$ cat src/rtl/dat_serial_wrapper.sv
// SD DAT0 serialiser/deserialiser for 1-bit bus mode: frames a word out with CRC16,
// captures a framed word in with CRC check, and collects the CRC status token plus busy.
module dat_serial_wrapper #(
  parameter int DATA_WIDTH = 32,
  parameter int CRC_WIDTH  = 16
) (
  input  logic                  sd_clock,
  input  logic                  reset,
  input  logic                  reset_wrapper,
  input  logic                  load_send,
  input  logic                  enable_pts_wrapper,
  input  logic                  enable_stp_wrapper,
  input  logic                  waiting_response,
  input  logic [DATA_WIDTH-1:0] dataPARALLEL,
  input  logic                  dat_in,
  output logic                  dat_out,
  output logic                  transmission_complete,
  output logic                  reception_complete,
  output logic [DATA_WIDTH-1:0] dataRead,
  output logic                  crc_error,
  output logic [2:0]            crc_status
);

  localparam int CNT_W = $clog2(DATA_WIDTH > CRC_WIDTH ? DATA_WIDTH : CRC_WIDTH);
  localparam logic [CRC_WIDTH-1:0] CRC_POLY = CRC_WIDTH'(16'h1021);

  typedef enum logic [3:0] {
    IDLE, TX_START, TX_DATA, TX_CRC, TX_END, TX_DONE,
    RX_WAIT, RX_DATA, RX_CRC, RX_END, RX_DONE,
    ST_WAIT, ST_BITS, ST_END, ST_BUSY, ST_DONE
  } state_t;

  state_t                state_q, state_d;
  logic [DATA_WIDTH-1:0] shift_q, shift_d;
  logic [CRC_WIDTH-1:0]  crc_q, crc_d;
  logic [CRC_WIDTH-1:0]  rx_crc_q, rx_crc_d;
  logic [CNT_W-1:0]      cnt_q, cnt_d;
  logic [DATA_WIDTH-1:0] data_read_q, data_read_d;
  logic                  crc_error_q, crc_error_d;
  logic [2:0]            crc_status_q, crc_status_d;
  logic                  tx_active, rx_active;

  function automatic logic [CRC_WIDTH-1:0] crc_next(input logic [CRC_WIDTH-1:0] crc,
                                                    input logic b);
    logic fb;
    fb = crc[CRC_WIDTH-1] ^ b;
    crc_next = {crc[CRC_WIDTH-2:0], 1'b0} ^ (fb ? CRC_POLY : '0);
  endfunction

  assign tx_active = state_q inside {TX_START, TX_DATA, TX_CRC, TX_END, TX_DONE};
  assign rx_active = state_q inside {RX_WAIT, RX_DATA, RX_CRC, RX_END, RX_DONE,
                                     ST_WAIT, ST_BITS, ST_END, ST_BUSY, ST_DONE};

  always_comb begin
    state_d      = state_q;
    shift_d      = shift_q;
    crc_d        = crc_q;
    rx_crc_d     = rx_crc_q;
    cnt_d        = cnt_q;
    data_read_d  = data_read_q;
    crc_error_d  = crc_error_q;
    crc_status_d = crc_status_q;
    // Losing the owning enable abandons the frame without touching results.
    if ((tx_active && !enable_pts_wrapper) || (rx_active && !enable_stp_wrapper)) begin
      state_d = IDLE;
      cnt_d   = '0;
    end else begin
      case (state_q)
        IDLE: begin
          cnt_d = '0;
          if (enable_pts_wrapper && load_send) begin
            state_d = TX_START;
            shift_d = dataPARALLEL;
            crc_d   = '0;
          end else if (enable_stp_wrapper) begin
            state_d     = waiting_response ? ST_WAIT : RX_WAIT;
            crc_d       = '0;
            crc_error_d = 1'b0;
          end
        end
        TX_START: state_d = TX_DATA;
        TX_DATA: begin
          crc_d   = crc_next(crc_q, shift_q[DATA_WIDTH-1]);
          shift_d = {shift_q[DATA_WIDTH-2:0], 1'b0};
          if (cnt_q == CNT_W'(DATA_WIDTH-1)) begin
            cnt_d   = '0;
            state_d = TX_CRC;
          end else begin
            cnt_d = cnt_q + CNT_W'(1);
          end
        end
        TX_CRC: begin
          crc_d = {crc_q[CRC_WIDTH-2:0], 1'b0};
          if (cnt_q == CNT_W'(CRC_WIDTH-1)) begin
            cnt_d   = '0;
            state_d = TX_END;
          end else begin
            cnt_d = cnt_q + CNT_W'(1);
          end
        end
        TX_END: state_d = TX_DONE;
        RX_WAIT: if (!dat_in) state_d = RX_DATA;
        RX_DATA: begin
          crc_d   = crc_next(crc_q, dat_in);
          shift_d = {shift_q[DATA_WIDTH-2:0], dat_in};
          if (cnt_q == CNT_W'(DATA_WIDTH-1)) begin
            cnt_d   = '0;
            state_d = RX_CRC;
          end else begin
            cnt_d = cnt_q + CNT_W'(1);
          end
        end
        RX_CRC: begin
          rx_crc_d = {rx_crc_q[CRC_WIDTH-2:0], dat_in};
          if (cnt_q == CNT_W'(CRC_WIDTH-1)) begin
            cnt_d   = '0;
            state_d = RX_END;
          end else begin
            cnt_d = cnt_q + CNT_W'(1);
          end
        end
        RX_END: begin
          data_read_d = shift_q;
          crc_error_d = (rx_crc_q != crc_q) || !dat_in;
          state_d     = RX_DONE;
        end
        ST_WAIT: if (!dat_in) state_d = ST_BITS;
        ST_BITS: begin
          crc_status_d = {crc_status_q[1:0], dat_in};
          if (cnt_q == CNT_W'(2)) begin
            cnt_d   = '0;
            state_d = ST_END;
          end else begin
            cnt_d = cnt_q + CNT_W'(1);
          end
        end
        ST_END: begin
          crc_error_d = (crc_status_q != 3'b010) || !dat_in;
          state_d     = ST_BUSY;
        end
        ST_BUSY: if (dat_in) state_d = ST_DONE;
        default: ;  // TX_DONE, RX_DONE, ST_DONE hold until the enable drops
      endcase
    end
  end

  always_ff @(posedge sd_clock) begin
    if (reset || reset_wrapper) begin
      state_q      <= IDLE;
      shift_q      <= '0;
      crc_q        <= '0;
      rx_crc_q     <= '0;
      cnt_q        <= '0;
      crc_error_q  <= 1'b0;
      crc_status_q <= 3'b000;
      data_read_q  <= reset ? '0 : data_read_q;
    end else begin
      state_q      <= state_d;
      shift_q      <= shift_d;
      crc_q        <= crc_d;
      rx_crc_q     <= rx_crc_d;
      cnt_q        <= cnt_d;
      crc_error_q  <= crc_error_d;
      crc_status_q <= crc_status_d;
      data_read_q  <= data_read_d;
    end
  end

  always_comb begin
    dat_out = 1'b1;
    case (state_q)
      TX_START: dat_out = 1'b0;
      TX_DATA:  dat_out = shift_q[DATA_WIDTH-1];
      TX_CRC:   dat_out = crc_q[CRC_WIDTH-1];
      default:  ;
    endcase
  end

  assign transmission_complete = (state_q == TX_DONE);
  assign reception_complete    = (state_q == RX_DONE) || (state_q == ST_DONE);
  assign dataRead              = data_read_q;
  assign crc_error             = crc_error_q;
  assign crc_status            = crc_status_q;

endmodule

$ cat config.mk
export PLATFORM = sky130hd
export DESIGN_NAME = dat_serial_wrapper
export DESIGN_NICKNAME = d
export VERILOG_FILES = /design/src/rtl/dat_serial_wrapper.sv
export SDC_FILE = /design/constraint.sdc
export NUM_CORES = 1
export LEC_CHECK = 0
export BUFFER_PORTS_ARGS = -buffer_cell sky130_fd_sc_hd__clkbuf_2
export CORE_MARGIN = 5
export CORE_UTILIZATION = 47
export CTS_CLUSTER_SIZE = 20
export DETAILED_ROUTE_END_ITERATION = 16
export PLACE_DENSITY = 0.72
export SYNTH_ARGS = -nofsm -noshare
export SYNTH_HDL_FRONTEND = slang
export SYNTH_SLANG_ARGS = --single-unit
$ cat constraint.sdc
create_clock -name sd_clock -period 2.1 [get_ports sd_clock]
set_clock_uncertainty 0.2 [all_clocks]
set_input_delay 0.315 -clock sd_clock [delete_from_list [all_inputs] [get_ports sd_clock]]
set_output_delay 0.315 -clock sd_clock [all_outputs]
set_load 0.1 [all_outputs]
# ---- Word-level counts from Yosys, hierarchy flattened
# Cells that the tools add are included.
dict set report word_totals {
  register_bits 109
  in_bits 40
  output_inout_bits 39
  elab_cells 109
}
dict set report classes {
  add_sub_neg 1
  eq_ne 34
  n_mux 31
  bitwise 5
  reduce_logical 30
}
# cell n
set ops {}
lappend ops {{32-bit 2-to-1 mux} 5}
lappend ops {{32-bit case mux with 3 select lines} 1}
lappend ops {{16-bit case mux with 4 select lines} 1}
lappend ops {{4-bit case mux with 13 select lines} 1}
lappend ops {{4-bit 2-to-1 mux} 11}
lappend ops {{4-bit equality test (second input constant)} 8}
lappend ops {{16-bit 2-to-1 mux} 2}
lappend ops {{16-bit by 13-bit bitwise XOR with 16-bit output} 2}
lappend ops {{13-bit 2-to-1 mux} 2}
lappend ops {{5-bit case mux with 4 select lines} 1}
lappend ops {{4-bit by 3-bit equality test with 1-bit output (second input constant)} 4}
lappend ops {{16-bit != test} 1}
lappend ops {{5-bit 2-to-1 mux} 3}
lappend ops {{2-bit != test (second input constant)} 7}
lappend ops {{13-bit nonzero test} 1}
lappend ops {{2-bit by 1-bit != test with 1-bit output (second input constant)} 6}
lappend ops {{10-bit AND reduction} 1}
lappend ops {{10-bit nonzero test} 1}
lappend ops {{3-bit AND reduction} 3}
lappend ops {{4-bit by 2-bit equality test with 1-bit output (second input constant)} 2}
lappend ops {{4-bit nonzero test} 2}
lappend ops {{1-bit case mux with 3 select lines} 2}
lappend ops {{3-bit nonzero test} 2}
lappend ops {{2-bit OR reduction} 3}
lappend ops {{18 further kinds} 29}

# ---- Depth between registers and ports, before layout
# Gate-level depths: netlist (run 1).
dict set report depth {
  ltp_word 6
  mapped_depth 8
  ltp_nobuf 7
}

# ---- Worst setup path after synthesis (run 1)
# Ideal clock, no wire load.
dict set report synth_timing {
  path_kind {flip-flop to output port}
  from {reg state_q[3]}
  to {out reception_complete}
  arrival_ns 3.051
  required_ns 1.585
  path_slack_ns -1.466
  stages_incl_launch_ff 5
  n_path_buf 2
  path_cell_list {dfxtp_1 > buf_2 > buf_1 > nand2_1 > nor3_1}
}
dict set report synth_via {
  elab_chain_len 2
}
# item line
set synth_rtl {}
lappend synth_rtl {{from (decl)} 33} ;# state_t state_q, state_d;
lappend synth_rtl {{from (signal assigned)} 158} ;# state_q <= state_d;
lappend synth_rtl {{4-bit equality test} 180} ;# assign reception_complete = (state_q == RX_DONE) || (state_q == ST_DONE);
lappend synth_rtl {{1-bit logical OR (*)} 180}
lappend synth_rtl {{to (decl)} 18} ;# output logic reception_complete,
# Every way passes the cells marked *; elsewhere a longest branch is shown, timed or not.

# ---- Worst setup path in the final report (run 1)
dict set report layout_timing {
  from {reg state_q[0]}
  to {out reception_complete}
}
# The elaborated chain is that of the path after synthesis.

==> results of run 1 <==
## final cells by class
class,instances,area (sq um)
Fill cell,951,4581
Multi-Input combinational cell,383,2729
Sequential cell,109,2517
Timing Repair Buffer,137,964.7
Clock buffer,9,225.2
Tap cell,143,178.9
Clock inverter,7,77.57
Inverter,12,47.55
## registers in the layout, summed over array words and instances (netlist names)
register / count
dataRead: 32
cnt_q: 5
crc_status: 3
shift_q: 32
crc_error: 1
rx_crc_q: 16
state_q: 4
crc_q: 16
## layer usage
layer | vias to the layer above | part of all wire | wire length (microns)
met1 | 2036 | 0.46 | 5818
met3 | 13 | 0.055 | 702
met2 | 121 | 0.47 | 6040
li1 | 2125 | - | -
met4 | 0 | 0.013 | 160
met5 | - | 0 | 0
## final timing paths
path	to	cells past startpoint	start	slack, ps
hold / removal	shift_q[3]	3	dataPARALLEL[3]	110
setup reg to reg	shift_q[10]	8	state_q[0]	50
setup / recovery	reception_complete	4	state_q[0]	20
hold reg to reg	rx_crc_q[15]	2	rx_crc_q[15]	280
## what timing repair did
action,CTS,global route
pin swaps,1,3
buffers inserted,3,7
gates cloned,0,2
endpoints found under the setup margin,56,51
gates resized for setup,16,17
## layout by cell type (no fill, tap or decap), drive strengths merged, types with 2 or more instances in the layout
master and n:
clkbuf 85, dfxtp 77, nor2 67, buf 61
mux2i 50, and2 47, nand2 47, a211oi 34
edfxtp 32, a21oi 32, inv 16, xnor2 10
o21ai 10, xor2 8, nand3 6, nor3 6
nand2b 5, ha 5, o22ai 4, a21boi 3
o211a 3, nor4 3, nand4 3, nor2b 3
o221ai 3, clkinv 3, and2b 2, o31ai 2
or3 2, mux2 2, a311oi 2, and3 2
a41o 2
## report_power, final
part           internal, W  switching, W
clock             0.000850      0.000844
combinational      0.00110       0.00158
sequential         0.00233      0.000136
total              0.00428       0.00256
## through the flow
step / util / cells / area (sq um) / setup TNS [ps]
4_1_cts: 0.5819 / 791 / 6588 / 0
2_1_floorplan: - / 540 / 5414 / -79.71
3_3_place_gp: 0.5502 / 772 / 6228 / -2647
5_1_grt: 0.5954 / 800 / 6740 / -103.7
6_report: 0.5954 / 800 / 6740 / 0
3_5_place_dp: 0.5502 / 772 / 6228 / -2519
## worst reg2reg max path, delay by kind of cell (launching register included)
family	cells	cell delay (ps)
flip-flops	1	400
buffers and inverters	3	520
XOR/XNOR	1	190
AO/OA/AOI/OAI	3	600
AND/OR/NAND/NOR	1	70
## cell families after synthesis
group	synth area share
adder cells (fa/ha/maj)	0.01163
buffers and inverters	0.04627
AO/OA/AOI/OAI	0.1648
XOR/XNOR	0.02930
AND/OR/NAND/NOR	0.1858
flip-flops	0.4650
multiplexers	0.09719
==> impl_metrics.csv, run 1 <==
group,metric,value,unit
run_status,status,"complete, no violations",
logic_synthesis,synth_top_cell_by_area,"dfxtp_1",
setup_path,worstPathArrival,1570,ps
clock_tree,clk_pin_slew,80,ps
routing,routed_wl,12.72,mm
logic_synthesis,synth_top_cell_area_share,0.2864,
final_layout,diodes,0,
setup_path,cpLargestDelayFamily,"flip-flops",
global_routing,grt_max_degree,66,
logic_synthesis,synthCells,540,
power,p_per_area,1015,nW/um^2
routing,vias,4295,
setup_path,crit_chain,"and2b_1, buf_4, nor3_4, buf_12",
place,io_buffers,78,
routing,drt_first_pass_iters,5,
place,dp_slack,-108.2,ps
clock_tree,cts_buffers,9,
die,fp-row-count,39,
global_routing,grtUsageTotal,0.1804,
logic_synthesis,yosys.cell_count.top_type,"dfxtp_1",
routing,initialDrtViolationCount,382,
sta,finalSetupViolations,0,
logic_synthesis,syn_area_per_cell,9.966,sq um
sta,hold_violations,0,
final_layout,nets,697,
clock_tree,h-tree-depth,3,
global_routing,globalRouteMet1Util,0.2433,
die,num_io_pins,79,
worst_hold_path,hold_path.class,"in2reg",
power,cellLeakagePower,2.905,nW
sta,relSlewSlack,0.4385,
place,place_congestion,0.8819,
clock_tree,clkLatencyLatePin,350,ps
setup_path,critPathMaxStageDelay,430,ps
logic_synthesis,synth.distinct_cells,62,
global_routing,first_global_vias,4191,
final_layout,drive_gt1_frac,0.3242,
setup_path,required,1580,ps
sta,final.min_clock_period,2083,ps
final_layout,synthToLayoutAreaGrowth,25.25,%
clock_tree,cts_tree,"done",
sta,slew_violations,0,
die,core,11320,sq um
sta,rsz0062_at_grt,"true",
logic_synthesis,synth_area_leaders,"dfxtp_1, edfxtp_1, mux2i_1, a211oi_2, and2_1",
global_routing,busiest_layer,"met2",
global_routing,overflow,0,
setup_path,crit_fanout,12,
routing,ant_nets,0,
setup_path,worstSetupPathType,"reg2out",
setup_path,start_kind,"flop",
place,dp_hpwl,8.854,mm
routing,viasPerCell,5.369,
clock_tree,cts-root-buf,"clkbuf_16",
logic_synthesis,syn-cell-area,5381,sq um
global_routing,gr-usage-met3,0.02674,
routing,wl_per_cell,15.90,microns
setup_path,cp_slowest_cell,"dfxtp_4",
die,start_util,0.4754,
routing,drc,0,
sta,finalCritPeriodShare,0.9921,
run,cap_violations,0,
setup_path,cp_num_buf_inv,2,
sta,max_slew.worst_pin.slew,842.3,ps
power,design_power_total,0.006844,W
die,die_x,117.0,microns
clock_tree,cts.sinks,109,
logic_synthesis,synth_top_flop_cell,"dfxtp_1",
logic_synthesis,ys_seq_area_frac,0.4650,
clock_tree,cts_buffer_depth,2,
die,die_h,117.0,microns
die,die_area,13690,sq um
logic_synthesis,synth-edff-count,32,
sta,fmaxAchievable,0.4800,GHz
setup_path,end_kind,"primary output",
power,ir_drop,0.0005104,V
logic_synthesis,synth_commonest_cells,"dfxtp_1, nor2_1, mux2i_1",
clock_tree,hold_buffers,0,
logic_synthesis,synth.yosys.warnings,0,
global_routing,met2_usage,0.3022,
sta,fin_hold_ws,113.0,ps
logic_synthesis,synth_async_sr_flop_share,0,
global_routing,grt_pass1_wl,19.89,mm
logic_synthesis,ys_seq_elements,109,
logic_synthesis,syn-num-nets,585,
sta,fin_ws,16.59,ps
global_routing,antenna_found_initial,0,
Note: power is estimated with default switching activity, not from simulation.
==> run 2, diff against run 1 <==
- CELL_PAD_IN_SITES_DETAIL_PLACEMENT: default -> 1
- CELL_PAD_IN_SITES_GLOBAL_PLACEMENT: default -> 1
- CORE_ASPECT_RATIO: default -> 1.2
- CORE_UTILIZATION: 47 -> 40
- PLACE_DENSITY: 0.72 -> 0.78
- REMOVE_ABC_BUFFERS: default -> 1
==> run 2 against run 1 <==
Against the previous run:
- final cell count up 3.1%
- hold slack lost 14 ps
- total power increased by 2.6%
- clock power about the same
- die area is 16% higher
- clock-buffer cell count is 1 higher
- first-iteration DRC count shrank 34%
- register-to-register slack got worse by 40 ps
- highest routed layer unchanged
==> impl_metrics.csv, run 2 (synthesized netlist as in run 1, its figures left out) <==
group,metric,value,unit
run_status,status,"complete, no violations",
sta,finalSetupViolations,0,
final_layout,drive_gt1_frac,0.3303,
routing,routed_wl,16.03,mm
global_routing,grtUsageTotal,0.1918,
global_routing,first_global_vias,4766,
setup_path,worstSetupPathType,"reg2reg",
clock_tree,h-tree-depth,3,
routing,drt_first_pass_iters,4,
die,core,13240,sq um
clock_tree,cts_tree,"done",
setup_path,end_kind,"flop",
setup_path,critPathMaxStageDelay,360,ps
clock_tree,clk_pin_slew,80,ps
die,die_h,137.1,microns
setup_path,required,2160,ps
sta,fmaxAchievable,0.4790,GHz
power,pwr-share-clk,0.237,
setup_path,crit_top_cell,"buf_4",
sta,hold_violations,0,
final_layout,final.fill_count,1475,
routing,ant_nets,0,
global_routing,grt_max_degree,63,
global_routing,overflow,0,
final_layout,layout_commonest_cell,"clkbuf_2",
clock_tree,cts_buffer_depth,2,
power,switching_power,0.002687,W
die,die_x,115.9,microns
setup_path,cp_num_buf_inv,4,
sta,relSlewSlack,0.6319,
place,io_buffers,78,
clock_tree,cts-root-buf,"clkbuf_16",
clock_tree,clkLatencyLatePin,350,ps
setup_path,worstPathArrival,2150,ps
final_layout,final_cell_mix,"clkbuf_2, dfxtp_1, nor2_1",
die,num_io_pins,79,
global_routing,grt_pass1_wl,24.27,mm
place,place_congestion,0.8869,
power,switching_share,0.3828,
setup_path,cpLargestDelayFamily,"buffers and inverters",
setup_path,crit_chain,"buf_4, nor3_2, o21ai_2, buf_12, a211oi_4, buf_4, clkbuf_16, nor2_1, a211oi_2",
setup_path,crit_fanout,12,
final_layout,nets,697,
die,start_util,0.4065,
clock_tree,hold_buffers,0,
power,ir_drop,0.0003920,V
final_layout,final_core_util,0.5167,
worst_hold_path,hold_path.class,"in2reg",
die,die_area,15880,sq um
sta,rsz0062_at_grt,"true",
routing,drc,0,
clock_tree,cts.sinks,109,
place,dp_slack,-141.3,ps
power,seqPwrFrac,0.353,
sta,slew_violations,0,
routing,viasPerCell,5.398,
final_layout,diodes,0,
routing,wl_per_cell,19.44,microns
power,cellLeakagePower,2.926,nW
run,cap_violations,0,
die,fp-row-count,46,
place,dp_hpwl,10.70,mm
routing,initialDrtViolationCount,251,
sta,fin_ws,12.29,ps
sta,max_slew.worst_pin.slew,554.6,ps
final_layout,synthToLayoutAreaGrowth,27.11,%
setup_path,r2r_slack,10,ps
clock_tree,cts_buffers,9,
sta,final.min_clock_period,2088,ps
sta,finalCritPeriodShare,0.9941,
global_routing,antenna_found_initial,0,
power,combPwrFrac,0.410,
power,power.internal,0.004332,W
power,p_per_area,1026,nW/um^2
setup_path,cp_slowest_cell,"dfxtp_4",
setup_path,start_kind,"flop",
routing,vias,4453,
-- run 2: changes by cell type in the layout (fill, tap and decap cells not counted), sizes merged --
cell	before	now
inv	16	15
clkbuf	85	86
-- run 2: cell type report --
type / count / area (sq um) / share of cell area
flip-flops and latches: 109 / 2516 / 0.3678
multi-input cells: 383 / 2758 / 0.4031
repair buffers: 137 / 1026 / 0.1500
clock inverters: 6 / 56.30 / 0.008231
clock buffers: 10 / 229.0 / 0.03347
well taps: 168 / 210.2 / 0.03073
inverters: 12 / 45.04 / 0.006585
-- run 2: final timing paths --
path | from | end | depth (start not counted)
worst max register to register | state_q[0] | shift_q[17] | 9
worst min-delay path | dataPARALLEL[6] | shift_q[6] | 3
worst min register to register | rx_crc_q[15] | rx_crc_q[15] | 2
worst max-delay path | state_q[0] | shift_q[17] | 9
-- run 2: through the flow --
stage	hold WS [ps]	area [sq um]	TNS, ps	power, W	cells
6_report	99.32	6840	0	0.007019	825
5_1_grt	138.2	6840	-248.3	0.007334	825
4_1_cts	87.02	6701	-4.165	0.006814	820
3_5_place_dp	271.6	6291	-3056	0.004996	800
3_3_place_gp	259.8	6291	0	0.004882	800
2_1_floorplan	248.1	5177	-64800	0.004116	504
-- run 2: routing by layer --
layer,up-vias,part of all wire,global-route usage
li1,2127,-,-
met1,2187,0.42,0.2326
met2,117,0.52,0.3496
met3,22,0.046,0.03229
met4,0,0.018,0.04771
met5,-,0,0
-- run 2: what timing repair did --
item,CTS,global route
pin swaps,4,6
setup buffers,3,4
setup endpoints to repair,48,47
gates cloned,1,1
gates resized for setup,25,21
-- run 2: power groups by stage --
stage | Combinational [W] | Sequential, W | Clock (W)
floorplan | 0.00136 | 0.00276 | 0
global placement | 0.00238 | 0.00250 | 0
detailed placement | 0.00248 | 0.00252 | 0
CTS | 0.00267 | 0.00247 | 0.00168
global route | 0.00304 | 0.00250 | 0.00179
finish | 0.00288 | 0.00248 | 0.00167
-- run 2: worst register-to-register path, delay by kind of cell (launching register included) --
kind | cells | cell delay [ps]
AO/OA/AOI/OAI | 3 | 580
buffers and inverters | 4 | 640
flip-flops | 1 | 360
AND/OR/NAND/NOR | 2 | 220
